**src/rtl/hit_arbiter.sv**
```systemverilog
// Round controller for a two-player fighter: grants at most one attack per frame,
// tracks health, hitstun, cooldown, round timer and best-of-3 scoring.
module hit_arbiter #(
  parameter int unsigned DAMAGE       = 10,
  parameter int unsigned HEALTH_MAX   = 100,
  parameter int unsigned HITSTUN      = 12,
  parameter int unsigned COOLDOWN     = 8,
  parameter int unsigned ROUND_SECS   = 99,
  parameter int unsigned FPS          = 60,
  parameter int unsigned INTRO_FRAMES = 90,
  parameter int unsigned KO_HOLD      = 120
) (
  input  logic       Clk,
  input  logic       Reset,
  input  logic       frame_tick,
  input  logic       p1_atk,
  input  logic       p2_atk,
  input  logic       p1_in_range,
  input  logic       p2_in_range,
  output logic       p1_hit,
  output logic       p2_hit,
  output logic [7:0] p1_health,
  output logic [7:0] p2_health,
  output logic       p1_stun,
  output logic       p2_stun,
  output logic [2:0] round_state,
  output logic [6:0] timer,
  output logic [1:0] p1_wins,
  output logic [1:0] p2_wins,
  output logic [1:0] winner
);

  localparam int unsigned CNT_MAX   = (HITSTUN > COOLDOWN) ? HITSTUN : COOLDOWN;
  localparam int unsigned CNT_W     = $clog2(CNT_MAX + 1);
  localparam int unsigned PHASE_MAX = (INTRO_FRAMES > KO_HOLD) ? INTRO_FRAMES : KO_HOLD;
  localparam int unsigned PHASE_W   = $clog2(PHASE_MAX + 1);
  localparam int unsigned FRAME_W   = $clog2(FPS + 1);

  typedef enum logic [2:0] {
    ST_INTRO      = 3'd0,
    ST_FIGHT      = 3'd1,
    ST_KO         = 3'd2,
    ST_TIMEOUT    = 3'd3,
    ST_MATCH_OVER = 3'd4
  } state_t;

  state_t               state;
  logic [CNT_W-1:0]     stun1, stun2, cd1, cd2;
  logic [PHASE_W-1:0]   phase_cnt;
  logic [FRAME_W-1:0]   frame_cnt;
  logic                 prev1, prev2;
  logic                 last_grant;   // 0 = P1, 1 = P2

  logic                 fight_live, v1, v2, g1, g2, land1, land2, wrap, timeout_now;
  logic [7:0]           nh1, nh2;

  function automatic logic [7:0] take_hit(input logic [7:0] h);
    return (h > 8'(DAMAGE)) ? h - 8'(DAMAGE) : 8'd0;
  endfunction

  function automatic logic [CNT_W-1:0] dec_sat(input logic [CNT_W-1:0] c);
    return (c == '0) ? '0 : c - CNT_W'(1);
  endfunction

  function automatic logic [1:0] inc_win(input logic [1:0] w);
    return (w == 2'd2) ? 2'd2 : w + 2'd1;
  endfunction

  assign round_state = state;
  assign p1_stun     = (stun1 != '0);
  assign p2_stun     = (stun2 != '0);

  // Request qualification, round-robin tie break and the resulting health/timeout outcome
  always_comb begin
    fight_live  = (state == ST_FIGHT) && (p1_health != 8'd0) && (p2_health != 8'd0);
    v1          = fight_live && p1_atk && !prev1 && (stun1 == '0) && (cd1 == '0);
    v2          = fight_live && p2_atk && !prev2 && (stun2 == '0) && (cd2 == '0);
    g1          = v1 && (!v2 || last_grant);
    g2          = v2 && !g1;
    land1       = g1 && p1_in_range;
    land2       = g2 && p2_in_range;
    nh1         = land2 ? take_hit(p1_health) : p1_health;
    nh2         = land1 ? take_hit(p2_health) : p2_health;
    wrap        = (frame_cnt == FRAME_W'(FPS - 1));
    // a hit that empties a health bar defers to KO on the following tick
    timeout_now = fight_live && wrap && (timer == 7'd1) && (nh1 != 8'd0) && (nh2 != 8'd0);
  end

  always_ff @(posedge Clk) begin
    if (Reset) begin
      state      <= ST_INTRO;
      p1_health  <= 8'(HEALTH_MAX);
      p2_health  <= 8'(HEALTH_MAX);
      timer      <= 7'(ROUND_SECS);
      p1_wins    <= 2'd0;
      p2_wins    <= 2'd0;
      winner     <= 2'd0;
      p1_hit     <= 1'b0;
      p2_hit     <= 1'b0;
      stun1      <= '0;
      stun2      <= '0;
      cd1        <= '0;
      cd2        <= '0;
      phase_cnt  <= '0;
      frame_cnt  <= '0;
      prev1      <= 1'b0;
      prev2      <= 1'b0;
      last_grant <= 1'b1;
    end else begin
      p1_hit <= 1'b0;
      p2_hit <= 1'b0;
      if (frame_tick) begin
        prev1 <= p1_atk;
        prev2 <= p2_atk;
        if (state != ST_MATCH_OVER) begin
          stun1 <= dec_sat(stun1);
          stun2 <= dec_sat(stun2);
          cd1   <= dec_sat(cd1);
          cd2   <= dec_sat(cd2);
        end
        case (state)
          ST_INTRO: begin
            if (phase_cnt == PHASE_W'(INTRO_FRAMES - 1)) begin
              phase_cnt <= '0;
              frame_cnt <= '0;
              state     <= ST_FIGHT;
            end else begin
              phase_cnt <= phase_cnt + PHASE_W'(1);
            end
          end
          ST_FIGHT: begin
            if ((p1_health == 8'd0) || (p2_health == 8'd0)) begin
              state     <= ST_KO;
              phase_cnt <= '0;
              if (p2_health == 8'd0) begin
                p1_wins <= inc_win(p1_wins);
                winner  <= 2'd1;
              end else begin
                p2_wins <= inc_win(p2_wins);
                winner  <= 2'd2;
              end
            end else begin
              if (g1 || g2) last_grant <= g2;
              if (g1) cd1 <= CNT_W'(COOLDOWN);
              if (g2) cd2 <= CNT_W'(COOLDOWN);
              if (land1) begin
                p2_health <= nh2;
                stun2     <= CNT_W'(HITSTUN);
                p2_hit    <= 1'b1;
              end
              if (land2) begin
                p1_health <= nh1;
                stun1     <= CNT_W'(HITSTUN);
                p1_hit    <= 1'b1;
              end
              frame_cnt <= wrap ? '0 : frame_cnt + FRAME_W'(1);
              if (wrap && (timer != 7'd0)) timer <= timer - 7'd1;
              if (timeout_now) begin
                state     <= ST_TIMEOUT;
                phase_cnt <= '0;
                if (nh1 > nh2) begin
                  p1_wins <= inc_win(p1_wins);
                  winner  <= 2'd1;
                end else if (nh2 > nh1) begin
                  p2_wins <= inc_win(p2_wins);
                  winner  <= 2'd2;
                end else begin
                  winner  <= 2'd0;
                end
              end
            end
          end
          ST_KO, ST_TIMEOUT: begin
            if (phase_cnt == PHASE_W'(KO_HOLD - 1)) begin
              phase_cnt <= '0;
              if ((p1_wins == 2'd2) || (p2_wins == 2'd2)) begin
                state <= ST_MATCH_OVER;
              end else begin
                state     <= ST_INTRO;
                p1_health <= 8'(HEALTH_MAX);
                p2_health <= 8'(HEALTH_MAX);
                timer     <= 7'(ROUND_SECS);
                stun1     <= '0;
                stun2     <= '0;
                cd1       <= '0;
                cd2       <= '0;
                frame_cnt <= '0;
              end
            end else begin
              phase_cnt <= phase_cnt + PHASE_W'(1);
            end
          end
          ST_MATCH_OVER: begin
          end
          default: state <= ST_INTRO;
        endcase
      end
    end
  end

endmodule

```
**config.mk**
```make
export PLATFORM = sky130hd
export DESIGN_NAME = hit_arbiter
export DESIGN_NICKNAME = d
export VERILOG_FILES = /design/src/rtl/hit_arbiter.sv
export SDC_FILE = /design/constraint.sdc
export NUM_CORES = 1
export LEC_CHECK = 0
export ABC_AREA = 1
export BUFFER_PORTS_ARGS = -buffer_cell sky130_fd_sc_hd__buf_2
export CORE_UTILIZATION = 40
export DETAILED_ROUTE_END_ITERATION = 8
export GPL_TIMING_DRIVEN = 0
export PLACE_DENSITY = 0.67
export RECOVER_POWER = 100
export SLEW_MARGIN = 20
export SYNTH_ARGS = -nofsm -noshare
export SYNTH_HDL_FRONTEND = slang
export SYNTH_SLANG_ARGS = --single-unit
```
**constraint.sdc**
```tcl
create_clock -name Clk -period 2.9 [get_ports Clk]
set_input_delay 0.29 -clock Clk [delete_from_list [all_inputs] [get_ports Clk]]
set_output_delay 0.29 -clock Clk [all_outputs]
set_load 0.1 [all_outputs]
```
==> flow_summary.ini <==
[synth]
syn-cell-area_um2 = 4450
synth_area_leader_cell = dfxtp_1
yosysMostFrequentCell = nand2_1
synth_area_leaders = dfxtp_1 (30%), nand2_1 (15%), inv_1 (8.3%), nor2_1 (7.0%), a21oi_1 (6.1%)
syn_avg_cell_area_um2 = 6.37
syn_nets = 726
ys_seq_elements = 66
synth_edf_count = 0
synthTopCellsByCount = nand2_1 (177), inv_1 (99), nor2_1 (83)
async_reset_ff_share_pct = 0
synthCells = 699
synth_top_flop_cell = dfxtp_1
yosysTopAreaCellShare_pct = 29.7
synth_cell_types = 46
yosys_warnings = 0
synth-seq-area-share_pct = 29.7

[power_and_ir_drop]
p_per_area_nw_per_um2 = 396
peakVddDrop_uv = 250
leakagePower_nw = 2.68

[sta]
hold_viol_final = 0
fin_crit_sh_pct = 103
clock_skew_ns = 0.0148
rsz0062_at_grt = yes
period_needed_ns = 2.97
fin_setup_tns_ns = -0.271
finalSetupViolations = 5
fmax_ghz = 0.336
holdWs_ns = 0.230
maxSlewViolCount = 0
fin_ws_ns = -0.0729
relSlewSlack_pct = 21.0
worst_slew_pin_slew_ns = 1.19

[cts]
cts_tree = done
clkTransAtPathRegs_ns = 0.08
insertion_delay_ns = 0.37
clkSinkCount = 66
cts-hold-fix-buffers = 0
root_buffer = clkbuf_8
numCtsBuffers = 9
cts_buffer_depth = 2
h-tree-depth = 3

[critical_path]
worst_ep_required_time_ns = 3.17
regToRegSetupSlack_ns = -0.07
startpoint_type = register
setup.worst_path.class = reg -> reg
endpoint = p1_wins[1]
worstReg2RegStart = stun1[0]
worstPathArrival_ns = 3.24
reg2reg_depth = 17
reg2reg_to = p1_wins[1]
critPathMaxFanout = 4
setup.worst_path.start = stun1[0]
crit_path_end_kind = register

[run_status]
status = finished with violations
violations = negative setup slack

[floorplan]
core_area_um2 = 10800
die_y_um = 108
io_pins = 43
die_x_um = 108
dieArea_um2 = 11600
fp-row-count = 38
initial_core_util_pct = 41.1

[min_path]
hp-class = in -> reg

[layout]
design_area_um2 = 5900
num-nets-final = 831
n_antenna_cell = 0
drive_gt1_share_pct = 27.4
syn_to_final_growth_pct = 32.5

[route]
dr.pass1.iters = 6
wl_per_cell_um = 15.1
routed_wl_mm = 14.4
ant_nets = 0
via_per_inst = 5.38
drtIter0Drc = 421
drc_errors = 0
vias = 5109

[place]
port_buffers = 40
place_area_um2 = 4950
dp_hpwl_mm = 9.64
gp_congestion = 0.866

[grt]
antenna_found_initial = 0
grt_pass1_vias = 4624
grt_max_degree = 12
grt_pass1_wl_mm = 21.5
track_usage_pct = 23.8
grt_overflow = 0

[flow_run]
cap_viol_max_count = 0
==> sequential cells by signal, indices dropped and copies added (netlist names), 3 cells and up <==
name         cells
p1_health        8
round_state      3
stun2            4
cd1              4
phase_cnt        7
cd2              4
frame_cnt        6
p2_health        8
timer            7
stun1            4
==> worst min-delay path by stage <==
stage            from  slack, ns     to  depth (start not counted)
6_report       p2_atk       0.23  prev2                          3
5_1_grt        p2_atk       0.24  prev2                          3
4_1_cts        p2_atk       0.22  prev2                          3
3_3_place_gp    prev2       0.45  prev2                          2
3_5_place_dp    prev2       0.45  prev2                          2
2_1_floorplan   prev2       0.43  prev2                          2
==> layer usage <==
| metal | vias up | share of wire (%) | track usage [%] |
|---|---|---|---|
| li1 | 2494 | - | - |
| met1 | 2378 | 42 | 29.0 |
| met5 | - | 0 | 0 |
| met3 | 34 | 7.0 | 6.30 |
| met4 | 0 | 2.6 | 7.93 |
| met2 | 203 | 49 | 40.5 |
==> cells in the final DEF (no fill, tap or decap), types with 4 or more instances in the layout <==
master and instances:
a21oi_1 47, a21oi_2 7, buf_2 20, buf_4 50
buf_6 7, clkbuf_1 31, clkbuf_8 11, dfxtp_1 43
dfxtp_2 5, dfxtp_4 18, ha_1 14, ha_4 5
inv_1 87, inv_2 14, inv_4 6, nand2_1 159
nand2_2 16, nand2_4 9, nand3_1 40, nand3_4 4
nand4_1 17, nor2_1 67, nor2_2 9, nor2_4 18
nor3_1 13, o21ai_0 29, o22ai_1 7, o31ai_1 5
xor2_1 5
==> metrics by stage <==
step | setup WS (ns) | instances | util (%) | total power [W]
floorplan | -0.0469 | 699 | - | 0.00132
global placement | -0.319 | 879 | 45.6 | 0.00141
detailed placement | -0.435 | 879 | 45.6 | 0.00142
CTS | 0.00177 | 912 | 49.7 | 0.00228
global route | -0.209 | 949 | 54.4 | 0.00243
finish | -0.0729 | 949 | 54.4 | 0.00233
==> repair_timing <==
item / in CTS / in global routing
pin swaps: 18 / 33
gates resized for setup: 28 / 73
buffers inserted: 17 / 37
setup endpoints to repair: 6 / 18
gates cloned: 1 / 0
==> worst max-delay path, cell delays in order, from the launching register on <==
cell and delay [ns]:
dfxtp_1 0.37, nor2_4 0.18, nand3_1 0.11, nor2_1 0.26, nand3_4 0.12, nor2_4 0.14
buf_4 0.14, nand3_1 0.09, nand2_1 0.16, ha_2 0.26, nor2_4 0.05, o21bai_4 0.14
a21oi_4 0.09, o31ai_4 0.33, buf_4 0.18, nand4_1 0.09, nand2_1 0.10, nor2_1 0.05
==> cell type report <==
type	count	area (µm²)
buffer	13	66.3
clock buffer	11	151
clock inverter	5	51.3
fill	1032	4940
inverter	108	418
multi-input combinational	511	3040
sequential	66	1400
tap	140	175
timing repair buffer	95	604
==> where the power goes <==
part | total [W] | switching (W) | internal (W)
logic | 0.000548 | 0.000377 | 0.000172
clock network | 0.000827 | 0.000387 | 0.000440
registers | 0.000958 | 0.0000361 | 0.000922
total | 0.00233 | 0.000800 | 0.00153
==> cells by family after synthesis <==
family          synth area share [%]
compound gates                  15.0
xor+xnor                       0.983
fa+ha+maj                       5.62
buf+inv                         10.8
flops                           29.7
simple gates                    37.8
No activity file was read; power rests on OpenSTA's default activity.
